File: src/rtl/wb_port_arbiter_8_pkg.sv
// Shared types and constants for the 8-way round-robin write-port arbiter.
package wb_port_arbiter_8_pkg;

  localparam int NUM_REQ = 8;
  localparam int SEL_W   = 3;

  typedef enum logic {
    ST_EMPTY = 1'b0,
    ST_FULL  = 1'b1
  } state_t;

endpackage

File: src/rtl/wb_port_arbiter_8_if.sv
// Requester-side and downstream-side bus of the arbiter; master is the arbiter view.
interface wb_port_arbiter_8_if #(parameter int WIDTH = 32);
  logic [7:0]       req;
  logic [WIDTH-1:0] in0, in1, in2, in3, in4, in5, in6, in7;
  logic [7:0]       ack;
  logic             out_valid;
  logic             out_ready;
  logic [WIDTH-1:0] out_data;
  logic [2:0]       out_src;
  logic             busy;

  modport master (
    input  req, in0, in1, in2, in3, in4, in5, in6, in7, out_ready,
    output ack, out_valid, out_data, out_src, busy
  );

  modport slave (
    output req, in0, in1, in2, in3, in4, in5, in6, in7, out_ready,
    input  ack, out_valid, out_data, out_src, busy
  );
endinterface

File: src/rtl/wb_port_arbiter_8_mux.sv
// Generic 8-input data mux used for the selected requester word.
module wb_port_arbiter_8_mux #(
  parameter int WIDTH = 32
) (
  input  logic [2:0]       sel,
  input  logic [WIDTH-1:0] in0, in1, in2, in3, in4, in5, in6, in7,
  output logic [WIDTH-1:0] y
);
  always_comb begin
    y = in0;
    case (sel)
      3'd0: y = in0;
      3'd1: y = in1;
      3'd2: y = in2;
      3'd3: y = in3;
      3'd4: y = in4;
      3'd5: y = in5;
      3'd6: y = in6;
      3'd7: y = in7;
      default: y = in0;
    endcase
  end
endmodule

File: src/rtl/wb_port_arbiter_8_rr_pick_8.sv
// Round-robin pick: rotate so last_ptr+1 sits at bit 0, find lowest set bit, un-rotate.
module rr_pick_8
  import wb_port_arbiter_8_pkg::*;
(
  input  logic [NUM_REQ-1:0] elig,
  input  logic [SEL_W-1:0]   last_ptr,
  output logic [SEL_W-1:0]   pick,
  output logic               any
);
  logic [SEL_W-1:0]     start;
  logic [2*NUM_REQ-1:0] dbl;
  logic [NUM_REQ-1:0]   rot;
  logic [SEL_W-1:0]     idx;

  always_comb begin
    start = last_ptr + 3'd1;
    dbl   = {elig, elig} >> start;
    rot   = dbl[NUM_REQ-1:0];
    idx   = '0;
    for (int i = NUM_REQ - 1; i >= 0; i--) begin
      if (rot[i]) idx = SEL_W'(i);
    end
    pick = idx + start;
    any  = |elig;
  end
endmodule

File: src/rtl/wb_port_arbiter_8.sv
// Round-robin arbiter sharing one registered output port among 8 requesters,
// with valid/ready downstream handshake and one-cycle ack to the winner.
module wb_port_arbiter_8
  import wb_port_arbiter_8_pkg::*;
#(
  parameter int               WIDTH     = 32,
  parameter logic [SEL_W-1:0] RESET_PTR = 3'd7
) (
  input  logic              clock,
  input  logic              reset,
  input  logic              en,
  wb_port_arbiter_8_if.master bus
);
  state_t               state_q, state_d;
  logic [SEL_W-1:0]     last_ptr_q, last_ptr_d;
  logic [SEL_W-1:0]     src_q, src_d;
  logic [WIDTH-1:0]     data_q, data_d;
  logic [NUM_REQ-1:0]   ack_q, ack_d;
  logic [NUM_REQ-1:0]   elig;
  logic [SEL_W-1:0]     pick;
  logic                 any;
  logic                 capture;
  logic [WIDTH-1:0]     mux_y;

  // A requester is masked while its own ack is high so a stale level is not re-captured.
  assign elig = bus.req & ~ack_q;

  rr_pick_8 u_pick (
    .elig     (elig),
    .last_ptr (last_ptr_q),
    .pick     (pick),
    .any      (any)
  );

  wb_port_arbiter_8_mux #(.WIDTH(WIDTH)) u_mux (
    .sel (pick),
    .in0 (bus.in0), .in1 (bus.in1), .in2 (bus.in2), .in3 (bus.in3),
    .in4 (bus.in4), .in5 (bus.in5), .in6 (bus.in6), .in7 (bus.in7),
    .y   (mux_y)
  );

  assign capture = ((state_q == ST_EMPTY) || bus.out_ready) && en && any;

  always_comb begin
    state_d    = state_q;
    last_ptr_d = last_ptr_q;
    src_d      = src_q;
    data_d     = data_q;
    ack_d      = '0;
    if (capture) begin
      state_d    = ST_FULL;
      last_ptr_d = pick;
      src_d      = pick;
      data_d     = mux_y;
      ack_d      = NUM_REQ'(1) << pick;
    end else if (state_q == ST_FULL && bus.out_ready) begin
      state_d = ST_EMPTY;
    end
  end

  always_ff @(posedge clock or posedge reset) begin
    if (reset) begin
      state_q    <= ST_EMPTY;
      last_ptr_q <= RESET_PTR;
      src_q      <= '0;
      data_q     <= '0;
      ack_q      <= '0;
    end else begin
      state_q    <= state_d;
      last_ptr_q <= last_ptr_d;
      src_q      <= src_d;
      data_q     <= data_d;
      ack_q      <= ack_d;
    end
  end

  assign bus.out_valid = (state_q == ST_FULL);
  assign bus.busy      = (state_q == ST_FULL);
  assign bus.out_data  = data_q;
  assign bus.out_src   = src_q;
  assign bus.ack       = ack_q;
endmodule

File: src/flat_wrapper.sv
// flat-port wrapper written by rule: the top's interface ports become plain ports
module wb_port_arbiter_8_flat import wb_port_arbiter_8_pkg::*;
#(
  parameter int               WIDTH     = 32,
  parameter logic [SEL_W-1:0] RESET_PTR = 3'd7
)
  (clock, reset, en, bus_req, bus_in0, bus_in1, bus_in2, bus_in3, bus_in4, bus_in5, bus_in6, bus_in7, bus_out_ready, bus_ack, bus_out_valid, bus_out_data, bus_out_src, bus_busy);
  wb_port_arbiter_8_if #(.WIDTH(WIDTH)) bus_i ();
  input  logic clock;
  input  logic reset;
  input  logic en;
  input wire logic [$bits(bus_i.req)-1:0] bus_req;
  input wire logic [$bits(bus_i.in0)-1:0] bus_in0;
  input wire logic [$bits(bus_i.in1)-1:0] bus_in1;
  input wire logic [$bits(bus_i.in2)-1:0] bus_in2;
  input wire logic [$bits(bus_i.in3)-1:0] bus_in3;
  input wire logic [$bits(bus_i.in4)-1:0] bus_in4;
  input wire logic [$bits(bus_i.in5)-1:0] bus_in5;
  input wire logic [$bits(bus_i.in6)-1:0] bus_in6;
  input wire logic [$bits(bus_i.in7)-1:0] bus_in7;
  input wire logic [$bits(bus_i.out_ready)-1:0] bus_out_ready;
  output wire logic [$bits(bus_i.ack)-1:0] bus_ack;
  output wire logic [$bits(bus_i.out_valid)-1:0] bus_out_valid;
  output wire logic [$bits(bus_i.out_data)-1:0] bus_out_data;
  output wire logic [$bits(bus_i.out_src)-1:0] bus_out_src;
  output wire logic [$bits(bus_i.busy)-1:0] bus_busy;
  assign bus_i.req = bus_req;
  assign bus_i.in0 = bus_in0;
  assign bus_i.in1 = bus_in1;
  assign bus_i.in2 = bus_in2;
  assign bus_i.in3 = bus_in3;
  assign bus_i.in4 = bus_in4;
  assign bus_i.in5 = bus_in5;
  assign bus_i.in6 = bus_in6;
  assign bus_i.in7 = bus_in7;
  assign bus_i.out_ready = bus_out_ready;
  assign bus_ack = bus_i.ack;
  assign bus_out_valid = bus_i.out_valid;
  assign bus_out_data = bus_i.out_data;
  assign bus_out_src = bus_i.out_src;
  assign bus_busy = bus_i.busy;
  wb_port_arbiter_8 #(.WIDTH(WIDTH), .RESET_PTR(RESET_PTR)) u_core (.clock(clock), .reset(reset), .en(en), .bus(bus_i));
endmodule
File: config.mk
export PLATFORM = sky130hd
export DESIGN_NAME = wb_port_arbiter_8_flat
export DESIGN_NICKNAME = d
export VERILOG_FILES = /design/src/rtl/wb_port_arbiter_8_pkg.sv /design/src/rtl/wb_port_arbiter_8_if.sv /design/src/rtl/wb_port_arbiter_8_mux.sv /design/src/rtl/wb_port_arbiter_8_rr_pick_8.sv /design/src/rtl/wb_port_arbiter_8.sv /design/src/flat_wrapper.sv
export SDC_FILE = /design/constraint.sdc
export NUM_CORES = 1
export LEC_CHECK = 0
export BUFFER_PORTS_ARGS = -buffer_cell sky130_fd_sc_hd__buf_2
export CAP_MARGIN = 10
export CORE_AREA = 5 5 117 119
export DETAILED_ROUTE_END_ITERATION = 10
export DIE_AREA = 0 0 122 124
export PLACE_DENSITY = 0.73
export SETUP_SLACK_MARGIN = 0.3
export SLEW_MARGIN = 20
export SYNTH_ARGS = -nofsm -noshare
export SYNTH_HDL_FRONTEND = slang
export SYNTH_HIERARCHICAL = 1
export SYNTH_SLANG_ARGS = --single-unit
File: constraint.sdc
create_clock -name clock -period 5.31 [get_ports clock]
set_input_delay 0.7965 -clock clock [delete_from_list [all_inputs] [get_ports clock]]
set_output_delay 0.7965 -clock clock [all_outputs]
set_load 0.02 [all_outputs]
* Word-level counts from Yosys, hierarchy flattened
Index checks and enable logic that the tools add are counted.
** Cells by class
- $add $sub $neg :: 2
- Eq/ne operators :: 7
- Shifts and indexed selects :: 2
- Muxes and demuxes :: 12
- Bitwise logic cells :: 3
- Reductions and logical operators :: 7
** Operators by type and width (number)
- case mux 32 bit (8 select lines) :: 1
- 2-to-1 mux 3 bit :: 8
- >> shifter 16 x 3 -> 8 bit :: 1
- equality test 3 bit, second input constant :: 4
- AND 8 bit :: 1
- 2-to-1 mux 8 bit :: 1
- inverter 8 bit :: 1
- OR reduction 8 bit :: 1
- left shift 1 x 3 -> 8 bit, first input constant :: 1
- equality test 3 x 2 -> 1 bit, second input constant :: 2
- adder 3 x 1 -> 3 bit, second input constant :: 1
- adder 3 bit :: 1
- equality test 3 x 1 -> 1 bit, second input constant :: 1
- logical AND 1 bit :: 3
- zero test 3 bit :: 1
- 2-to-1 mux 1 bit :: 2
- nonzero test 2 bit :: 1
- logical OR 1 bit :: 1
- inverter 1 bit :: 1
** Storage, ports and cells
- Flip-flop bits (word level) :: 47
- Output and inout port bits :: 45

* Logic depth before layout (Yosys ltp)
- Depth after elaboration :: 14
- Mapped depth :: 18
- Mapped depth without buffers :: 14

* Hierarchy
Netlist, hierarchy kept.
** By module, submodules not included
- wb_port_arbiter_8_mux :: instances 1, cells each 306, area an instance 2244.7 um2, sequential area each 0.0 um2
- wb_port_arbiter_8 :: instances 1, cells each 118, area an instance 1914.3 um2, sequential area each 1179.9 um2
- rr_pick_8 :: instances 1, cells each 45, area an instance 460.4 um2, sequential area each 0.0 um2

* Worst setup path before layout
Ideal clock, no wire load.
- Kind :: in2reg
- Start :: in bus_req[2]
- End :: reg u_core.data_q[16] (netlist: u_core/bus.out_data[16])
- Setup time :: 0.125 ns
- Arrival :: 4.545 ns
- Required time :: 5.185 ns
- Path slack :: 0.640 ns
- Stages on the path :: 16
- Buffers on the path :: 2
- Path through :: nor2b_1 -> mux4_1 -> nand2b_1 -> a2111oi_1 -> nor3_1 -> o31ai_1 -> ha_1 -> inv_1 -> fa_1 -> xnor2_1 -> buf_2 -> buf_4 -> mux2i_1 -> o2bb2ai_1 -> o32a_1 -> mux2_4
** On the way
- Cells in the longest elaborated chain, start to end :: 13
- Elaborated cells on any way between the ends :: 22
- Classes of those cells :: add/sub (1); eq/ne (7); shift (1); mux (9); bitwise (1); reduce/logical (3)
** RTL lines
- start: declaration :: line flat_wrapper.sv:12 : input wire logic [$bits(bus_i.req)-1:0] bus_req;
- AND 8 bit * :: line wb_port_arbiter_8.sv:26 : assign elig = bus.req & ~ack_q;
- >> shifter 16 x 3 -> 8 bit * :: line wb_port_arbiter_8_rr_pick_8.sv:17 : dbl = {elig, elig} >> start;
- 2-to-1 mux 3 bit (7 in a row) :: line wb_port_arbiter_8_rr_pick_8.sv:21 : if (rot[i]) idx = SEL_W'(i);
- 2-to-1 mux 3 bit * :: line wb_port_arbiter_8_rr_pick_8.sv:21
- adder 3 bit * :: line wb_port_arbiter_8_rr_pick_8.sv:23 : pick = idx + start;
- via u_core.pick[2] :: line wb_port_arbiter_8.sv:20 : logic [SEL_W-1:0] pick;
- equality test 3 bit (tied with other cells) :: line wb_port_arbiter_8_mux.sv:11 : case (sel)
- case mux 32 bit (8 select lines) * :: line wb_port_arbiter_8_mux.sv:11
- via u_core.mux_y[16] :: line wb_port_arbiter_8.sv:23 : logic [WIDTH-1:0] mux_y;
- end signal: assignment :: line wb_port_arbiter_8.sv:72 : data_q <= data_d;
- end: declaration :: line wb_port_arbiter_8.sv:17 : logic [WIDTH-1:0] data_q, data_d;
Mark *: on every way through the listed nets, which the timed path passes. The rest lies on a longest branch.
A chain may end at the register's enable or synchronous reset.

* Worst setup path after layout
- Start :: reg u_core.last_ptr_q[0]
- End :: reg u_core.data_q[4] (netlist: u_core/bus.out_data[4])
** On the way
- Cells in the longest elaborated chain, start to end :: 13
- Elaborated cells on any way between the ends :: 20
- Classes of those cells :: add/sub (2); eq/ne (7); shift (1); mux (9); reduce/logical (1)
** RTL lines
- start: declaration :: line wb_port_arbiter_8.sv:15 : logic [SEL_W-1:0] last_ptr_q, last_ptr_d;
- start signal: assignment :: line wb_port_arbiter_8.sv:70 : last_ptr_q <= last_ptr_d;
- adder 3 x 1 -> 3 bit * :: line wb_port_arbiter_8_rr_pick_8.sv:16 : start = last_ptr + 3'd1;
- >> shifter 16 x 3 -> 8 bit :: line wb_port_arbiter_8_rr_pick_8.sv:17
- 2-to-1 mux 3 bit (8 in a row) :: line wb_port_arbiter_8_rr_pick_8.sv:21
- adder 3 bit * :: line wb_port_arbiter_8_rr_pick_8.sv:23
- via u_core.pick[2] :: line wb_port_arbiter_8.sv:20
- equality test 3 bit (tied with other cells) :: line wb_port_arbiter_8_mux.sv:11
- case mux 32 bit (8 select lines) * :: line wb_port_arbiter_8_mux.sv:11
- via u_core.mux_y[4] :: line wb_port_arbiter_8.sv:23
Marked as above.

==> results.ini <==
[setup_path]
worst-r2r-cell-count = 16
crit_fanout = 45
reg2reg_to = u_core/bus.out_data[4]
critPathLaunchType = flop
endpoint_kind = flop
crit_type = flop to flop
crit_end = u_core/bus.out_data[4]
crit_slowest_cell = dfstp_2
r2r-start = u_core/last_ptr_q[0]
critPathMostFrequentCell = ha_2
ff2ff_setup_slack_ns = 0.54
critPathArrivalTime_ns = 5.00
timing.critical_path.from = u_core/last_ptr_q[0]
crit_required_ns = 5.54
crit_chain = ha_2 > mux4_2 > nand2b_1 > a2111oi_1 > nor3_1 > o31ai_1 > ha_2 > inv_1 > fa_1 > xnor2_2 > buf_12 > and3b_1 > buf_4 > a22oi_1 > a31oi_1 > mux2_4
slowest_delay_ns = 0.63

[cts]
clk_pin_slew_ns = 0.07
cts.sinks = 47
ctsHoldBuffers = 0
clock-root-buffer = clkbuf_16
clk_path_buf_depth = 2
cts_tree = yes
clock_latency_ns = 0.29
cts_buffers = 5
htree_levels = 2

[finish]
fin_nets = 1028
utilization_pct = 51.7
nFillCells = 1236
drive_above_1_share_pct = 58.7
area_delta_synth_final_pct = 39.6

[floorplan]
rows = 41
design.core.area_sq_um = 12500
die_area_sq_um = 15100
die_w_um = 122
fp.dieH_um = 124
start_util_pct = 37.1
io_pins = 313

[drt]
drc_errors = 0
wl_per_cell_um = 19.8
drt_iter0_drc = 253
via_count = 4989
dr.pass1.iters = 5
antenna_left = 0
vias_per_cell = 5.35
drt_wl_total_um = 18500

[timing]
hold_viol_final = 0
worst_pin_slew_ns = 0.880
fin_crit_sh_pct = 89.8
fmax_ghz = 0.210
finalSetupTns_ns = 0
slew_viol_final = 0
grt_setup_unrepaired = false
relSlewSlack_pct = 41.2
setup_viol = 0
timing.final.crit_period_ns = 4.77
fin_worst_skew_ns = 0.00849

[yosys]
ys_seq_area_share_pct = 25.5
syn_area_sq_um = 4620
ys_async_sr_fraction_pct = 100
synth_seq_cells = 47
synth_ff_type = dfrtp_1
synthCells = 469
synth_edf_count = 0
syn_area_per_cell_sq_um = 9.85
synth_cell_type_count = 53
synth.yosys.warnings = 6
syn-num-nets = 740

[grt]
grt_max_degree = 54
grt_pass1_wl_um = 26800
grtUsageTotal_pct = 22.7
grt_overflow = 0
first_global_vias = 4953
antenna_found_initial = 2

[run]
cap_viol_max_count = 0

[worst_hold_path]
worstHoldStart = u_core/bus.out_src[1]
hold_class = flop to flop

[place]
dp_hpwl_um = 14400
place_congestion = 0.910
port_buffers = 312

[outcome]
outcome = finished clean

==> cell type report <==
cell class | count | area (sq um) | share of cell area [%]
inverters | 11 | 43.8 | 0.679
clock inverters | 3 | 43.8 | 0.679
well taps | 172 | 215 | 3.34
flip-flops and latches | 47 | 1180 | 18.3
repair buffers | 327 | 1720 | 26.6
multi-input cells | 365 | 3120 | 48.4
clock buffers | 5 | 125 | 1.94
diodes | 2 | 5.00 | 0.0776
==> layer usage <==
metal	routed length, um	vias to the layer above	global-route usage [%]
met3	1390	24	3.91
met1	7430	2355	29.9
met5	0	-	0
met2	9360	242	38.6
met4	289	0	6.16
li1	-	2368	-
==> sequential cells by signal (all words and copies together) (netlist names) <==
| register | count |
|---|---|
| u_core/bus.busy | 1 |
| u_core/bus.ack | 8 |
| u_core/bus.out_src | 3 |
| u_core/bus.out_data | 32 |
| u_core/last_ptr_q | 3 |
==> cells in the final DEF (no fill, tap or decap), types with 2 or more instances in the layout <==
master / Yosys / final
buf_2: 26 / 312
a22oi_1: 53 / 53
dfrtp_1: 44 / 44
nand2b_1: 36 / 36
mux2_2: 36 / 36
nor2_1: 36 / 35
mux2_4: 28 / 28
a31oi_1: 28 / 28
a21bo_2: 25 / 25
o211ai_1: 25 / 25
nand2_1: 16 / 16
buf_4: 4 / 11
inv_1: 11 / 9
nor2b_1: 9 / 9
o21ai_0: 6 / 6
nor3_1: 6 / 6
mux2i_1: 6 / 6
mux4_1: 6 / 6
clkbuf_16: 0 / 5
mux4_2: 5 / 5
clkinv_2: 0 / 3
nor4_1: 3 / 3
dfstp_2: 3 / 3
buf_12: 1 / 3
o2bb2ai_1: 3 / 3
a221oi_1: 3 / 3
nand4b_1: 3 / 3
o32a_1: 3 / 3
diode_2: 0 / 2
and4b_1: 2 / 2
a21oi_1: 2 / 2
and3b_1: 2 / 2
o31ai_1: 2 / 2
ha_2: 0 / 2
==> cell families (layout without fill, tap and decap cells) <==
group / after synthesis / after routing / synth area share (%)
AND/OR/NAND/NOR: 124 / 124 / 14.7
multiplexers: 81 / 81 / 25.0
AO/OA/AOI/OAI: 154 / 154 / 25.6
other: 0 / 2 / 0
adder cells (fa/ha/maj): 4 / 4 / 1.22
XOR/XNOR: 2 / 2 / 0.379
flip-flops: 47 / 47 / 25.5
buffers and inverters: 57 / 346 / 7.50
==> critical path, delay by kind of cell, from the launching register on <==
family | cells | cell delay [ns]
compound gates | 4 | 1.14
fa+ha+maj | 3 | 1.00
flops | 1 | 0.63
buf+inv | 3 | 0.63
mux | 2 | 0.54
simple gates | 3 | 0.44
xor+xnor | 1 | 0.31
==> stage by stage <==
stage,hold WS (ns),worst slack (ns),instances,area (sq um)
floorplan,0.478,0.640,469,4620
global placement,0.492,0.268,922,6250
detailed placement,0.489,0.187,922,6250
CTS,0.515,0.377,930,6420
global route,0.531,0.322,932,6450
finish,0.513,0.541,932,6450
==> Yosys cell counts, types with 11 or more instances <==
master | n | area [sq um]
a22oi_1 | 53 | 398
dfrtp_1 | 44 | 1100
mux2_2 | 36 | 405
nand2b_1 | 36 | 225
nor2_1 | 36 | 135
a31oi_1 | 28 | 175
mux2_4 | 28 | 420
buf_2 | 26 | 130
a21bo_2 | 25 | 250
o211ai_1 | 25 | 188
nand2_1 | 16 | 60.1
inv_1 | 11 | 41.3
==> repair_timing <==
action / in CTS / in global routing
setup buffers: 0 / 0
endpoints found under the setup margin: 0 / 27
resized for setup: 0 / 5
==> worst min-delay path by stage <==
stage | end | slack (ns) | cells past startpoint
4_1_cts | u_core/bus.out_data[20] | 0.52 | 1
3_3_place_gp | u_core/bus.out_data[11] | 0.49 | 1
5_1_grt | u_core/bus.out_data[15] | 0.53 | 1
6_report | u_core/bus.out_src[1] | 0.51 | 1
2_1_floorplan | u_core/last_ptr_q[0] | 0.48 | 2
3_5_place_dp | u_core/bus.out_data[30] | 0.49 | 1
Power is left out: the tool's default activity adds up to more than one toggle a clock period on the data nets, which glitch-free logic cannot reach.
